===== config.mk =====
export PLATFORM = sky130hd
export DESIGN_NAME = uart_tx_frame
export DESIGN_NICKNAME = d
export VERILOG_FILES = /design/src/rtl/uart_pkg.sv /design/src/rtl/uart_baud_gen.sv /design/src/rtl/uart_tx_frame.sv
export SDC_FILE = /design/constraint.sdc
export NUM_CORES = 1
export LEC_CHECK = 0
export CORE_ASPECT_RATIO = 1.75
export CORE_UTILIZATION = 50
export CTS_BUF_LIST = sky130_fd_sc_hd__clkbuf_4 sky130_fd_sc_hd__clkbuf_8 sky130_fd_sc_hd__clkbuf_16
export DETAILED_ROUTE_END_ITERATION = 12
export PLACE_DENSITY = 0.72
export SLEW_MARGIN = 5
export SYNTH_ARGS = -nofsm -noshare
export SYNTH_HDL_FRONTEND = slang
export SYNTH_SLANG_ARGS = --single-unit

===== constraint.sdc =====
create_clock -name clk -period 4.3 [get_ports clk]
set_input_delay 0.86 -clock clk [delete_from_list [all_inputs] [get_ports clk]]
set_output_delay 0.86 -clock clk [all_outputs]
set_load 0.005 [all_outputs]

===== src/rtl/uart_pkg.sv =====
// Shared UART transmitter types and default constants.
// Used by uart_baud_gen and uart_tx_frame.
package uart_pkg;

    localparam int DATA_BITS  = 8;
    localparam int FRAME_BITS = DATA_BITS + 1;
    localparam int DT_TICKS   = 16;
    localparam int SP_TICKS   = 16;
    localparam int DIVSR_W    = 10;
    localparam int DIVSR_DEF  = 650;

    typedef enum logic [2:0] {
        IDLE,
        START,
        DATA,
        PARITY,
        STOP
    } tx_state_e;

endpackage


===== src/rtl/uart_baud_gen.sv =====
// Baud tick generator: one tick every divsr clocks.
// Counter held at zero while clr is high; divsr of 0 or 1 ticks every clock.
module uart_baud_gen
    import uart_pkg::*;
#(
    parameter int W = DIVSR_W
) (
    input  logic         clk,
    input  logic         Reset,
    input  logic         clr,
    input  logic [W-1:0] divsr,
    output logic         tick
);

    logic [W-1:0] cnt_q;
    logic         wrap;

    assign wrap = (divsr <= W'(1)) || (cnt_q == divsr - W'(1));
    assign tick = wrap && !clr;

    // Divisor counter, restarts on clear or on each tick
    always_ff @(posedge clk or negedge Reset) begin
        if (!Reset) begin
            cnt_q <= '0;
        end else if (clr || wrap) begin
            cnt_q <= '0;
        end else begin
            cnt_q <= cnt_q + W'(1);
        end
    end

endmodule


===== src/rtl/uart_tx_frame.sv =====
// UART frame transmitter: start, 8 data bits LSB first, optional even parity, stop.
// Define UART_TX_PARITY_EN to compile in the parity bit (11-bit frame).
module uart_tx_frame
    import uart_pkg::*;
#(
    parameter int Data_bits   = FRAME_BITS,
    parameter int Dt_ticks    = DT_TICKS,
    parameter int Sp_ticks    = SP_TICKS,
    parameter int divsr_width = DIVSR_W
) (
    input  logic                   clk,
    input  logic                   Reset,
    input  logic [divsr_width-1:0] divsr,
    input  logic                   tx_start,
    input  logic [Data_bits-2:0]   din,
    output logic                   tx_ready,
    output logic                   tx,
    output logic                   tx_done_tick
);

    localparam int DW   = Data_bits - 1;
    localparam int TMAX = (Dt_ticks > Sp_ticks) ? Dt_ticks : Sp_ticks;
    localparam int TW   = (TMAX > 1) ? $clog2(TMAX) : 1;
    localparam int NW   = (DW > 1) ? $clog2(DW) : 1;

    localparam logic [TW-1:0] DT_LAST = TW'(Dt_ticks - 1);
    localparam logic [TW-1:0] SP_LAST = TW'(Sp_ticks - 1);
    localparam logic [NW-1:0] N_LAST  = NW'(DW - 1);

    tx_state_e              state_q, state_d;
    logic [TW-1:0]          s_q, s_d;
    logic [NW-1:0]          n_q, n_d;
    logic [DW-1:0]          b_q, b_d;
    logic [divsr_width-1:0] divsr_q, divsr_d;
    logic                   tx_q, tx_d;
    logic                   done_q, done_d;
    logic                   tick;
    logic                   clr;
`ifdef UART_TX_PARITY_EN
    logic                   par_q, par_d;
`endif

    assign clr          = (state_q == IDLE);
    assign tx_ready     = (state_q == IDLE);
    assign tx           = tx_q;
    assign tx_done_tick = done_q;

    uart_baud_gen #(
        .W(divsr_width)
    ) u_baud (
        .clk  (clk),
        .Reset(Reset),
        .clr  (clr),
        .divsr(divsr_q),
        .tick (tick)
    );

    // State, counters, shift register and registered line outputs
    always_ff @(posedge clk or negedge Reset) begin
        if (!Reset) begin
            state_q <= IDLE;
            s_q     <= '0;
            n_q     <= '0;
            b_q     <= '0;
            divsr_q <= '0;
            tx_q    <= 1'b1;
            done_q  <= 1'b0;
`ifdef UART_TX_PARITY_EN
            par_q   <= 1'b0;
`endif
        end else begin
            state_q <= state_d;
            s_q     <= s_d;
            n_q     <= n_d;
            b_q     <= b_d;
            divsr_q <= divsr_d;
            tx_q    <= tx_d;
            done_q  <= done_d;
`ifdef UART_TX_PARITY_EN
            par_q   <= par_d;
`endif
        end
    end

    // Next-state, bit sequencing and next line value
    always_comb begin
        state_d = state_q;
        s_d     = s_q;
        n_d     = n_q;
        b_d     = b_q;
        divsr_d = divsr_q;
        tx_d    = tx_q;
        done_d  = 1'b0;
`ifdef UART_TX_PARITY_EN
        par_d   = par_q;
`endif
        unique case (state_q)
            IDLE: begin
                tx_d = 1'b1;
                if (tx_start) begin
                    state_d = START;
                    s_d     = '0;
                    n_d     = '0;
                    b_d     = din;
                    divsr_d = divsr;
                    tx_d    = 1'b0;
`ifdef UART_TX_PARITY_EN
                    par_d   = ^din;
`endif
                end
            end
            START: begin
                if (tick) begin
                    if (s_q == DT_LAST) begin
                        state_d = DATA;
                        s_d     = '0;
                        n_d     = '0;
                        tx_d    = b_q[0];
                    end else begin
                        s_d = s_q + TW'(1);
                    end
                end
            end
            DATA: begin
                if (tick) begin
                    if (s_q == DT_LAST) begin
                        s_d = '0;
                        b_d = b_q >> 1;
                        if (n_q == N_LAST) begin
`ifdef UART_TX_PARITY_EN
                            state_d = PARITY;
                            tx_d    = par_q;
`else
                            state_d = STOP;
                            tx_d    = 1'b1;
`endif
                        end else begin
                            n_d  = n_q + NW'(1);
                            tx_d = b_d[0];
                        end
                    end else begin
                        s_d = s_q + TW'(1);
                    end
                end
            end
`ifdef UART_TX_PARITY_EN
            PARITY: begin
                if (tick) begin
                    if (s_q == DT_LAST) begin
                        state_d = STOP;
                        s_d     = '0;
                        tx_d    = 1'b1;
                    end else begin
                        s_d = s_q + TW'(1);
                    end
                end
            end
`endif
            STOP: begin
                if (tick) begin
                    if (s_q == SP_LAST) begin
                        state_d = IDLE;
                        s_d     = '0;
                        tx_d    = 1'b1;
                        done_d  = 1'b1;
                    end else begin
                        s_d = s_q + TW'(1);
                    end
                end
            end
            default: begin
                state_d = IDLE;
                s_d     = '0;
                tx_d    = 1'b1;
            end
        endcase
    end

endmodule


Word-level counts from Yosys, hierarchy flattened
Cells that the tools add are included.
- register bits after elaboration: 40
- output and inout bits: 3
- logic and storage cells: 78
- $add $sub $neg: 4
- order comparisons: 1
- equality and inequality tests: 16
- muxes and demuxes: 35
- reductions and logical operators: 14
- operators with widths (operator ; number):
    $mux 3 ; 12
    $mux 8 ; 3
    $ne 2x2->1 const B ; 9
    $pmux 8 s2 ; 1
    $mux 4 ; 3
    $pmux 3 s4 ; 1
    $mux 1 ; 11
    $add 10x1->10 const B ; 1
    $eq 10x10->1 ; 1
    $le 10x1->1 const B ; 1
    $mux 10 ; 1
    $sub 10x1->10 const B ; 1
    $pmux 3 s3 ; 1
    $pmux 4 s2 ; 1
    $reduce_and 8->1 ; 1
    $reduce_and 7->1 ; 1
    $eq 3x3->1 const B ; 2
    $reduce_and 6->1 ; 1
    $add 4x1->4 const B ; 1
    $eq 4x4->1 const B ; 1
    $pmux 1 s4 ; 1
    $reduce_and 2->1 ; 2
    $reduce_and 4->1 ; 1
    $add 3x1->3 const B ; 1
    other kinds (10) ; 11

Logic depth before layout (Yosys ltp)
Gate-level depths: netlist (run 1).
- depth in word-level cells: 6
- depth in mapped cells: 11
- mapped depth without buffers: 9

Modules after synthesis
Synthesis (run 1) repeated with hierarchy kept, for this count alone.
- cell total of the unflattened synthesis: 230
- area total of the unflattened synthesis: 2363.5 um^2
- modules (own cells, without submodules) (module ; instances ; cells each ; area each (um^2) ; seq. area each (um^2)):
    uart_tx_frame ; 1 ; 137 ; 1546.5 ; 752.0
    uart_baud_gen ; 1 ; 93 ; 817.0 ; 250.2

Worst setup path after synthesis (run 1)
No wires, ideal clock.
- kind: flip-flop to flip-flop
- start point: register divsr_q[0]
- end point: register s_q[0]
- data arrival time: 2.409 ns
- data required time: 4.179 ns
- slack: 1.770 ns
- cell stages (with the launch flop): 11
- path buffers: 1
- clock period less this slack: 2.530 ns
- cell sequence: dfrtp_1 -> inv_1 -> ha_1 -> clkbuf_1 -> o21ba_2 -> a221oi_1 -> a41oi_1 -> a2111oi_4 -> a21oi_1 -> a21o_1 -> a22o_1
- cells in the longest elaborated chain, start to end: 6
- elaborated cells on any way between the ends: 7
- those cells by class: add/sub: 1; order compare: 1; eq/ne: 2; reduce/logical: 3
- ends and longest elaborated chain (what ; RTL line ; RTL):
    start: declaration ; uart_tx_frame.sv:34 ; logic [divsr_width-1:0] divsr_q, divsr_d;
    start signal: assignment ; uart_tx_frame.sv:76 ; divsr_q <= divsr_d;
    $sub 10x1->10 ; uart_baud_gen.sv:18 ; assign wrap = (divsr <= W'(1)) || (cnt_q == divsr - W'(1));
    $eq 10x10->1 ; uart_baud_gen.sv:18 ;
    $logic_or 1x1->1 * ; uart_baud_gen.sv:18 ;
    $logic_and 1x1->1 * ; uart_baud_gen.sv:19 ; assign tick = wrap && !clr;
    $ne 2x1->1 (no line) * ; n/a ;
    $reduce_and 2->1 (no line) * ; n/a ;
    end signal: assignment ; uart_tx_frame.sv:62 ; s_q <= '0;
    end signal: assignment ; uart_tx_frame.sv:73 ; s_q <= s_d;
    end: declaration ; uart_tx_frame.sv:31 ; logic [TW-1:0] s_q, s_d;
Every way passes the cells marked *; elsewhere a longest branch is shown, timed or not.
A chain may end at the register's enable or synchronous reset.

Worst setup path in the final report (run 1)
- start point: input tx_start
- end point: register b_q[7]
- cells in the longest elaborated chain, start to end: 2
- ends and longest elaborated chain (what ; RTL line ; RTL):
    start: declaration ; uart_tx_frame.sv:14 ; input logic tx_start,
    $ne 2x2->1 (no line) ; n/a ;
    $reduce_and 4->1 (no line) ; n/a ;
    end signal: assignment ; uart_tx_frame.sv:64 ; b_q <= '0;
    end signal: assignment ; uart_tx_frame.sv:75 ; b_q <= b_d;
    end: declaration ; uart_tx_frame.sv:33 ; logic [DW-1:0] b_q, b_d;
Every way passes these cells.

==> impl_metrics.tcl, run 1 <==
set metrics [dict create \
    synth_top_area_cell "dfrtp_1" \
    grt_pass1_vias 1799 \
    antenna_found_initial 0 \
    maxSlewViolCount 0 \
    crit_required_ns 4.54 \
    relSlewSlack 0.416 \
    cp_common_cell "nor2_1" \
    grt_usage 0.230 \
    avgSynthCellArea_um2 9.44 \
    antenna_cells 0 \
    syn_nets 267 \
    pwr-share-seq 0.480 \
    cts_resized 0 \
    cts_tree "built" \
    power.internal_w 0.000755 \
    nFillCells 386 \
    core_area_mm2 0.00436 \
    grt_overflow 0 \
    yosys-top-cells-area "dfrtp_1, nand2_1, nor2_1, xnor2_1, xor2_1" \
    die_h_um 91.1 \
    hold_violations 0 \
    synth_edf_count 0 \
    drt-initial-drc-count 29 \
    final_util 0.599 \
    dp_hpwl_mm 3.60 \
    ios 24 \
    clkTransAtPathRegs_ns 0.08 \
    worstMarginPinSlew_ns 0.876 \
    yosysWarnings 0 \
    drc 0 \
    synthCells 240 \
    clock_latency_ns 0.30 \
    clock_sinks 40 \
    cts_buffers 5 \
    synth_cell_types 50 \
    placed_area_mm2 0.00250 \
    path_cells "clkdlybuf4s50_1, nor2_1, or2_2, a21oi_1, o211ai_1, nor2_1, a22o_1" \
    clockBufferDepth 2 \
    finalCriticalPeriod_ns 2.84 \
    die_area_mm2 0.00482 \
    static-leakage-power_nw 1.18 \
    status "finished, final reports clean" \
    post-place-ws_ns 1.09 \
    synthFlopType "dfrtp_1" \
    grt_pass1_wl_mm 8.08 \
    hold_path_class "reg -> reg" \
    setup_tns_ns 0 \
    synthArstFlopShare 1.00 \
    cap_viol_max_count 0 \
    clock-root-buffer "clkbuf_8" \
    post_drt_via_cell_ratio 5.71 \
    row_count 32 \
    drive_gt1_frac 0.100 \
    pwr-share-comb 0.237 \
    design_area_mm2 0.00262 \
    crit_arrival_ns 3.08 \
    wirelength_mm 4.81 \
    max_freq_mhz 352 \
    final_antenna_net_count 0 \
    power_density_mw_per_mm2 423 \
    rsz0062_at_grt "no" \
    dr.pass1.iters 4 \
    crit_type "in -> reg" \
    areaGrowthSynthToFinish_pct 15.5 \
    peakVddDrop_mv 0.252 \
    postCtsSetupBuffers 0 \
    placement.io_buffers 23 \
    die_w_um 52.9 \
    grt_max_degree 41 \
    cp-start-kind "input pin" \
    syn_area_mm2 0.00227 \
    cts_max_level 2 \
    fin_ws_ns 1.46 \
    crit_slowest_cell "nor2_1" \
    p_total_w 0.00111 \
    synth_seq_cells 40 \
    finClkSkew_ns 0.0108 \
    yosys.area.top_type_share 0.431 \
    reg2reg_from "divsr_q[0]$_DFFE_PN0P_" \
    critical_path.endpoint_type "flop" \
    vias 1769 \
    layout.nets 285 \
    max_stage_delay_ns 0.67 \
    crit_fanout 14 \
    min_from "b_q[4]$_DFFE_PN0P_" \
    routedWlPerCell_um 15.5 \
    initial_core_util 0.519 \
    cp-startpoint "tx_start" \
    switching_share 0.317 \
    timing.final.crit_share 0.661 \
    p_clk_frac 0.283 \
    setup_violations 0 \
    ys_seq_area_frac 0.442 \
    p_switching_w 0.000350 \
    gp_congestion 0.823 \
    postCtsHoldBufs 0 \
]
-- cells in the final DEF, fill, tap and decap left out, types with 2 or more instances in the layout --
cell and n:
and2_1 2, a22o_1 3, xor2_1 10, nor3_1 5
xnor2_1 10, clkbuf_8 5, nand2_1 42, dfrtp_1 39
o211ai_1 2, nand4_1 2, ha_1 6, o21ai_0 7
nand2b_1 2, nor2_1 24, a221o_1 7, and3_1 10
mux2i_1 3, clkdlybuf4s50_1 22, a21oi_1 4, nor4_1 3
a21o_1 2, or4_4 2, nand3_1 12, inv_1 5
-- flip-flops by register name (all words and copies together), names as in the netlist --
register and count:
b_q 8, divsr_q 10, n_q 3, s_q 4
state_q 3, tx 1, tx_done_tick 1, u_baud.cnt_q 10
-- metrics by stage --
step / instances / hold WS (ns)
2_1_floorplan: 240 / 0.467
3_3_place_gp: 302 / 0.489
3_5_place_dp: 302 / 0.498
4_1_cts: 310 / 0.517
5_1_grt: 310 / 0.537
6_report: 310 / 0.512
-- power by group through the flow --
stage          combinational, W  clock [W]  sequential [W]
6_report               0.000262   0.000312        0.000531
5_1_grt                0.000298   0.000332        0.000542
4_1_cts                0.000267   0.000318        0.000530
3_5_place_dp           0.000265          0        0.000538
3_3_place_gp           0.000255          0        0.000535
2_1_floorplan          0.000227          0        0.000497
-- layout make-up --
| cell class | count | area [um^2] | share of cell area |
|---|---|---|---|
| multi-input combinational | 182 | 1190 | 0.454 |
| sequential | 40 | 1000 | 0.383 |
| timing repair buffer | 24 | 233 | 0.0890 |
| clock buffer | 6 | 76.3 | 0.0292 |
| tap | 51 | 63.8 | 0.0244 |
| clock inverter | 2 | 35.0 | 0.0134 |
| inverter | 5 | 18.8 | 0.00717 |
-- metal layers --
layer | routed length [um] | part of all wire | vias to the layer above | track usage
li1 | - | - | 876 | -
met1 | 1860 | 0.39 | 856 | 0.248
met2 | 2760 | 0.57 | 28 | 0.412
met3 | 90 | 0.019 | 9 | 0.0419
met4 | 91 | 0.019 | 0 | 0.0965
met5 | 0 | 0 | - | 0
-- cell families after synthesis --
family,count (synthesis),synth area share
AO/OA/AOI/OAI,41,0.155
XOR/XNOR,20,0.0773
adder cells (fa/ha/maj),6,0.0331
buffers and inverters,18,0.0337
flip-flops,40,0.442
multiplexers,4,0.0182
AND/OR/NAND/NOR,111,0.240
-- cells in the mapped netlist (4+ instances only) --
master     n
nand2_1   42
dfrtp_1   39
nor2_1    24
nand3_1   12
clkbuf_1  11
and3_1    10
xnor2_1   10
xor2_1    10
a221o_1    7
o21ai_0    7
ha_1       6
inv_1      5
nor3_1     5
a21oi_1    4
-- worst max-delay path, delay by kind of cell --
family / cells / cell delay, ns
AND/OR/NAND/NOR: 3 / 1.05
AO/OA/AOI/OAI: 3 / 0.54
buffers and inverters: 1 / 0.62
-- final timing paths --
check | cells after the start | slack, ns | end
setup / recovery | 7 | 1.46 | b_q[7]$_DFFE_PN0P_
hold / removal | 1 | 0.51 | b_q[3]$_DFFE_PN0P_
setup reg to reg | 9 | 1.56 | s_q[0]$_DFFE_PN0P_
hold reg to reg | 1 | 0.51 | b_q[3]$_DFFE_PN0P_
max in group asynchronous | 1 | 3.07 | s_q[0]$_DFFE_PN0P_
min in group asynchronous | 1 | 0.67 | u_baud.cnt_q[0]$_DFF_PN0_
Note: power is estimated with default switching activity, not from simulation.
==> inputs of run 2 (changes only) <==
- clock period: 4.3 -> 2.9 ns (I/O delays scaled with it)
==> impl_metrics.tcl, run 2 (same netlist as run 1, synthesis figures left out) <==
set metrics [dict create \
    clkTransAtPathRegs_ns 0.08 \
    hold_violations 0 \
    grt_usage 0.226 \
    layout.nets 287 \
    clock_latency_ns 0.29 \
    setup_violations 0 \
    wirelength_mm 4.78 \
    cts_resized 0 \
    finClkSkew_ns 0.00616 \
    crit_fanout 10 \
    antenna_found_initial 0 \
    p_total_w 0.00158 \
    peakVddDrop_mv 0.438 \
    max_freq_mhz 373 \
    antenna_cells 0 \
    drc 0 \
    reg2reg_depth 9 \
    cts_tree "built" \
    postCtsHoldBufs 0 \
    final_common_cell "nand2_1" \
    drt-initial-drc-count 36 \
    cts_buffers 5 \
    relSlewSlack 0.401 \
    crit_type "reg -> reg" \
    areaGrowthSynthToFinish_pct 15.5 \
    cap_viol_max_count 0 \
    grt_overflow 0 \
    vias 1793 \
    worstMarginPinSlew_ns 0.898 \
    clock_sinks 40 \
    r2r_setup_slack_ns 0.22 \
    setup_tns_ns 0 \
    clock-root-buffer "clkbuf_8" \
    rsz0062_at_grt "no" \
    row_count 32 \
    reg2reg_from "divsr_q[0]$_DFFE_PN0P_" \
    critPathTopFamily "compound AO/OA/AOI/OAI gates" \
    timing.final.crit_share 0.925 \
    critical_path.endpoint_type "flop" \
    top_regs "divsr_q x10, u_baud.cnt_q x10, b_q x8" \
    placed_area_mm2 0.00252 \
    clockBufferDepth 2 \
    crit_arrival_ns 2.85 \
    crit_slowest_cell "dfrtp_1" \
    path_buf_inv 1 \
    finalCriticalPeriod_ns 2.68 \
    final_util 0.600 \
    hold_path_class "in -> async" \
    maxSlewViolCount 0 \
    layout_common_cells "nand2_1, dfrtp_1, nor2_1" \
    dp_hpwl_mm 3.60 \
    post_drt_via_cell_ratio 5.75 \
    postCtsSetupBuffers 0 \
    path_depth 9 \
    design_area_mm2 0.00262 \
    initial_core_util 0.519 \
    status "finished, final reports clean" \
    grt_pass1_wl_mm 8.03 \
    die_area_mm2 0.00482 \
    cts_max_level 2 \
    path_cells "inv_1, ha_1, o21ba_2, a221oi_1, a41oi_1, a2111oi_4, a21oi_1, nand2b_1, nor2_1" \
    r2r_end "u_baud.cnt_q[7]$_DFF_PN0_" \
    die_h_um 91.1 \
    grt_max_degree 41 \
    routedWlPerCell_um 15.3 \
    dr.pass1.iters 4 \
    drive_gt1_frac 0.107 \
    gp_congestion 0.868 \
    die_w_um 52.9 \
    grt_pass1_vias 1862 \
    cp-start-kind "flop" \
    crit_required_ns 3.06 \
    placement.io_buffers 23 \
    max_stage_delay_ns 0.44 \
    core_area_mm2 0.00436 \
    final_antenna_net_count 0 \
    power_density_mw_per_mm2 605 \
    static-leakage-power_nw 1.18 \
    ios 24 \
]
run 2: cell count changes in the layout (fill, tap and decap cells not counted), sizes merged:
cell,before,now
clkinv,1,0
clkinvlp,0,1
bufinv,1,0
buf,2,4
clkbuf,6,7
run 2: worst max path at each step:
stage	start	to	slack (ns)
finish	divsr_q[0]$_DFFE_PN0P_	u_baud.cnt_q[7]$_DFF_PN0_	0.22
global route	divsr_q[0]$_DFFE_PN0P_	u_baud.cnt_q[4]$_DFF_PN0_	0.005
CTS	divsr_q[0]$_DFFE_PN0P_	u_baud.cnt_q[7]$_DFF_PN0_	0.21
detailed placement	divsr_q[0]$_DFFE_PN0P_	b_q[2]$_DFFE_PN0P_	0.24
global placement	divsr_q[3]$_DFFE_PN0P_	s_q[0]$_DFFE_PN0P_	0.32
floorplan	divsr_q[0]$_DFFE_PN0P_	s_q[0]$_DFFE_PN0P_	0.37
run 2: per-layer routing:
| metal | track usage | wire, um | share of wire | vias up |
|---|---|---|---|---|
| met4 | 0.114 | 156 | 0.033 | 0 |
| met2 | 0.406 | 2640 | 0.55 | 36 |
| met1 | 0.237 | 1870 | 0.39 | 865 |
| met5 | 0 | 0 | 0 | - |
| li1 | - | - | - | 879 |
| met3 | 0.0369 | 105 | 0.022 | 13 |
run 2: area by class of cell:
type                            instances  area [um^2]
Clock buffer                            7         90.1
Clock inverter                          1         7.51
Fill cell                             391         1750
Inverter                                5         18.8
Multi-Input combinational cell        182         1190
Sequential cell                        40         1000
Tap cell                               51         63.8
Timing Repair Buffer                   26          248
run 2: report_power, final:
group | total (W) | switching [W] | internal [W]
sequential | 0.000790 | 0.000139 | 0.000651
combinational | 0.000396 | 0.000192 | 0.000204
clock | 0.000398 | 0.000195 | 0.000203
run 2: metrics by stage:
stage	std cells	setup WS (ns)	hold WS (ns)
final	312	0.217	0.406
after global routing	312	0.00473	0.490
after CTS	312	0.210	0.452
after detailed placement	304	0.241	0.499
after global placement	304	0.323	0.496
after floorplan	240	0.370	0.284
